`src/rtl/assoc_cache.sv`:
```
// Fully-associative tag/data cache with FIFO replacement and a sequential flush.
// Reads respond one cycle after acceptance; writes update in place on hit or allocate on miss.
module assoc_cache #(
  parameter int ADDR_WIDTH = 10,
  parameter int DATA_WIDTH = 16,
  parameter int ENTRIES    = 8
) (
  input  logic                           clk,
  input  logic                           rst,
  input  logic                           req_valid,
  output logic                           req_ready,
  input  logic                           req_write,
  input  logic [ADDR_WIDTH-1:0]          req_addr,
  input  logic [DATA_WIDTH-1:0]          req_wdata,
  input  logic                           flush,
  output logic                           resp_valid,
  output logic                           resp_hit,
  output logic [DATA_WIDTH-1:0]          resp_rdata,
  output logic [$clog2(ENTRIES+1)-1:0]   count
);

  localparam int PW = (ENTRIES > 1) ? $clog2(ENTRIES) : 1;
  localparam int CW = $clog2(ENTRIES + 1);
  localparam logic [CW-1:0] FULL     = CW'(ENTRIES);
  localparam logic [PW-1:0] LAST_IDX = PW'(ENTRIES - 1);

  typedef enum logic {IDLE, FLUSH} state_t;

  state_t                  state_q, state_d;
  logic [PW-1:0]           ptr_q, ptr_d;
  logic [PW-1:0]           fidx_q, fidx_d;
  logic [CW-1:0]           count_q, count_d;
  logic [ENTRIES-1:0]      valid_q, valid_d;
  logic [ADDR_WIDTH-1:0]   tag_q  [ENTRIES];
  logic [ADDR_WIDTH-1:0]   tag_d  [ENTRIES];
  logic [DATA_WIDTH-1:0]   data_q [ENTRIES];
  logic [DATA_WIDTH-1:0]   data_d [ENTRIES];
  logic                    resp_valid_q, resp_valid_d;
  logic                    resp_hit_q, resp_hit_d;
  logic [DATA_WIDTH-1:0]   resp_rdata_q, resp_rdata_d;

  logic [ENTRIES-1:0]      hit_vec;
  logic                    hit;
  logic [PW-1:0]           hit_idx;
  logic [DATA_WIDTH-1:0]   hit_data;
  logic                    accept;

  generate
    for (genvar gi = 0; gi < ENTRIES; gi++) begin : g_match
      assign hit_vec[gi] = valid_q[gi] && (tag_q[gi] == req_addr);
    end
  endgenerate

  // Tags are never duplicated, so hit_vec is one-hot and OR-reduction selects the line.
  always_comb begin
    hit_idx  = '0;
    hit_data = '0;
    for (int i = 0; i < ENTRIES; i++) begin
      if (hit_vec[i]) begin
        hit_idx  = hit_idx | PW'(i);
        hit_data = hit_data | data_q[i];
      end
    end
  end

  assign hit       = |hit_vec;
  assign req_ready = (state_q == IDLE) && !flush;
  assign accept    = req_valid && req_ready;

  always_comb begin
    state_d      = state_q;
    ptr_d        = ptr_q;
    fidx_d       = fidx_q;
    count_d      = count_q;
    valid_d      = valid_q;
    tag_d        = tag_q;
    data_d       = data_q;
    resp_valid_d = 1'b0;
    resp_hit_d   = 1'b0;
    resp_rdata_d = '0;
    case (state_q)
      IDLE: begin
        if (flush) begin
          state_d = FLUSH;
          fidx_d  = '0;
        end else if (accept) begin
          if (req_write) begin
            if (hit) begin
              data_d[hit_idx] = req_wdata;
            end else begin
              tag_d[ptr_q]   = req_addr;
              data_d[ptr_q]  = req_wdata;
              valid_d[ptr_q] = 1'b1;
              ptr_d          = ptr_q + 1'b1;
              if (count_q != FULL) count_d = count_q + 1'b1;
            end
          end else begin
            resp_valid_d = 1'b1;
            resp_hit_d   = hit;
            resp_rdata_d = hit_data;
          end
        end
      end
      FLUSH: begin
        valid_d[fidx_q] = 1'b0;
        fidx_d          = fidx_q + 1'b1;
        if (fidx_q == LAST_IDX) begin
          state_d = IDLE;
          count_d = '0;
          ptr_d   = '0;
        end
      end
      default: state_d = IDLE;
    endcase
  end

  always_ff @(posedge clk or posedge rst) begin
    if (rst) begin
      state_q      <= IDLE;
      ptr_q        <= '0;
      fidx_q       <= '0;
      count_q      <= '0;
      valid_q      <= '0;
      resp_valid_q <= 1'b0;
      resp_hit_q   <= 1'b0;
      resp_rdata_q <= '0;
    end else begin
      state_q      <= state_d;
      ptr_q        <= ptr_d;
      fidx_q       <= fidx_d;
      count_q      <= count_d;
      valid_q      <= valid_d;
      resp_valid_q <= resp_valid_d;
      resp_hit_q   <= resp_hit_d;
      resp_rdata_q <= resp_rdata_d;
    end
  end

  // Tag and data contents are qualified by valid bits, so they need no reset.
  always_ff @(posedge clk) begin
    tag_q  <= tag_d;
    data_q <= data_d;
  end

  assign resp_valid = resp_valid_q;
  assign resp_hit   = resp_hit_q;
  assign resp_rdata = resp_rdata_q;
  assign count      = count_q;

endmodule

```
`config.mk`:
```
export PLATFORM = sky130hd
export DESIGN_NAME = assoc_cache
export DESIGN_NICKNAME = d
export VERILOG_FILES = /design/src/rtl/assoc_cache.sv
export SDC_FILE = /design/constraint.sdc
export NUM_CORES = 1
export LEC_CHECK = 0
export ABC_AREA = 0
export ABC_CLOCK_PERIOD_IN_PS = 4600
export CAP_MARGIN = 20
export CORE_ASPECT_RATIO = 0.8
export CORE_MARGIN = 2
export CORE_UTILIZATION = 55
export DETAILED_ROUTE_END_ITERATION = 16
export HOLD_SLACK_MARGIN = 0.12
export PLACE_DENSITY_LB_ADDON = 0.05
export SKIP_LAST_GASP = 1
export SLEW_MARGIN = 10
export SYNTH_ARGS = -nofsm -noshare
export SYNTH_HDL_FRONTEND = slang
export SYNTH_SLANG_ARGS = --single-unit
```
`constraint.sdc`:
```
create_clock -name clk -period 4.6 [get_ports clk]
set_input_delay 1.15 -clock clk [delete_from_list [all_inputs] [get_ports clk]]
set_output_delay 1.15 -clock clk [all_outputs]
set_load 0.02 [all_outputs]
```
==> reports/metrics.yaml <==
vias: 6508
grt_max_degree: 38
rsz0062_at_grt: "false"
hp-class: "reg -> reg"
critPathRequiredTime_ns: 4.80
ios: 54
dp_hpwl_um: 16140
routedWlPerCell_um: 22.61
synthFlopType: "edfxtp_1"
cp-end-kind: "register"
dp_cells: 1085
status: "finished, final reports clean"
fin_tns_setup_ns: 0
cts.clk_slew.worst_paths_ns: 0.06
cts.repair.resized: 0
antenna_found_initial: 0
drc: 0
cts_buffer_depth: 3
fp.coreArea_um2: 18970
layout.area.seq_um2: 7172
syn_area_per_cell_um2: 14.17
syn-num-nets: 789
skew_ns: 0.01136
drtAntennaViolNets: 0
grt_pass1_wl_um: 39290
tightest_slew_ns: 0.6890
finalHoldViolCount: 0
setup_viol_count_final: 0
cts_tree: "done"
drive_above_1_share: 0.1329
cp.arrival_ns: 4.16
cp-start-kind: "primary input"
die_height_um: 128.6
synth_top_area_frac: 0.5854
gp_congestion: 0.8763
synth_cell_types: 46
critPathKind: "in -> reg"
max_freq_ghz: 0.2527
fp-row-count: 45
fin_area_um2: 12580
cts_buffers: 25
root_buffer: "clkbuf_16"
die_area_um2: 20540
die_x_um: 159.7
async_flop_share: 0.1510
firstDrtPassIters: 5
min_period_ns: 3.958
hold_buffers: 0
drv_slew: 0
min_period_over_period: 0.8603
pwr_density_cell_nw_per_um2: 406.7
viasPerCell: 5.754
start_util: 0.5623
synth_cells: 753
antenna_cells: 0
cap_violations: 0
stdcell_count: 1131
postCtsSetupRepairBufs: 0
io_buffers: 53
slew_headroom: 0.5368
wl_um: 25570
clk_latency_ns: 0.53
p_leak_nw: 4.472
finalPower_mw: 5.114
synth-edff-count: 208
multi_input_area_um2: 3227
htreeDepth: 1
ys_seq_area_frac: 0.6722
synth-warning-count: 0
fill_cells: 1381
grt_pass1_vias: 6436
clock-sinks: 245
grt_util_all_layers: 0.2554
grt_overflow: 0
syn2layout_area_growth_pct: 17.87
drtIter0Drc: 761
synth_area_leaders: "edfxtp_1 (59%), dfrtp_1 (8.7%), and2_1 (8.1%)"
placed_area_um2: 11780
ir_worst_vdd_uv: 285.4
nets: 890
synth_area_um2: 10670
worstPathMaxFanout: 16
ys_seq_elements: 245
synth_area_leader_cell: "edfxtp_1"
==> cell usage after synthesis (3+ instances only) <==
cell type,instances
nand2_1,45
clkbuf_1,13
a22oi_1,64
xnor2_1,80
nand3_1,15
o21ai_0,9
o21a_2,3
nor3_2,8
o21a_1,16
buf_2,4
o21ai_2,4
nand2b_1,10
nor2_1,9
buf_6,14
ha_1,5
edfxtp_1,208
nand4_1,20
nor3_1,7
dfrtp_1,37
nor3_4,3
buf_4,3
and2_1,138
inv_1,6
==> critical path, stage by stage <==
cell,delay [ns]
clkdlybuf4s50_1,0.75
xnor2_1,0.46
nand4_1,0.28
nor3_2,0.37
nor4_1,0.08
buf_4,0.20
nor3b_1,0.28
o21a_2,0.17
and2_1,0.11
buf_4,0.28
==> cells in the final DEF (no fill, tap or decap), types with 3 or more instances in the layout <==
cell	n
edfxtp_1	208
and2_1	138
xnor2_1	80
a22oi_1	64
clkdlybuf4s50_1	53
buf_4	51
nand2_1	45
dfrtp_1	37
clkbuf_16	25
nand4_1	20
o21a_1	16
nand3_1	15
nand2b_1	10
nor2_1	9
nor3_2	9
o21ai_0	9
clkbuf_1	7
nor3_1	6
clkinv_1	6
buf_12	6
inv_1	5
ha_1	5
o21ai_2	4
clkinv_2	4
nor4_2	3
nor3_4	3
o21a_2	3
==> cell families after synthesis <==
family | synth area share
buffers and inverters | 0.02639
and+or+nand+nor | 0.1516
xor gates and xnor gates | 0.06649
AOI/OAI and AO/OA | 0.07553
adders and majority gates | 0.005864
muxes | 0.001876
DFF | 0.6722
==> layer usage <==
layer	global-route usage	vias to the layer above	share of wire
met1	0.4056	3290	0.48
met4	0.04545	0	0.012
met2	0.3738	245	0.43
met5	0	-	0
li1	-	2952	-
met3	0.04739	21	0.082
==> final cells by class <==
| class | instances | share of cell area |
|---|---|---|
| clock buffer | 34 | 0.05402 |
| multi-input combinational | 466 | 0.2566 |
| sequential | 245 | 0.5703 |
| inverter | 6 | 0.001791 |
| tap | 258 | 0.02567 |
| clock inverter | 12 | 0.009452 |
| timing repair buffer | 110 | 0.08218 |
==> path summary, 6_finish.rpt <==
path,slack (ns),cells past startpoint,endpoint,from
worst max-delay path,0.64,10,data_q[95],req_addr[7]
min in group asynchronous,1.07,3,valid_q[6],rst
worst max register to register,1.79,9,data_q[95],tag_q[39]
worst min-delay path,0.52,1,valid_q[0],valid_q[0]
worst min register to register,0.52,1,valid_q[0],valid_q[0]
max in group asynchronous,3.14,3,resp_rdata[8],rst
==> through the flow <==
| stage | worst slack [ns] | util | hold WS (ns) |
|---|---|---|---|
| global placement | 0.2507 | 0.6207 | 0.4916 |
| detailed placement | 0.2014 | 0.6207 | 0.5059 |
| floorplan | 0.9784 | - | 0.4597 |
| finish | 0.6424 | 0.6628 | 0.5212 |
| CTS | 0.6871 | 0.6628 | 0.5190 |
| global route | 0.4996 | 0.6628 | 0.5417 |
==> power by group <==
part / switching [mW] / total [mW] / internal (mW) / leakage (nW)
Sequential: 0.0927 / 2.59 / 2.49 / 2.36
Clock: 0.829 / 1.98 / 1.15 / 0.392
Combinational: 0.315 / 0.547 / 0.232 / 1.72
==> flip-flops by register name (all words and copies together) (netlist names) <==
name / flops
data_q: 128
fidx_q: 3
valid_q: 8
resp_rdata: 16
state_q: 1
resp_hit: 1
tag_q: 80
count: 4
resp_valid: 1
ptr_q: 3
Power figures use the tool's default switching activity.
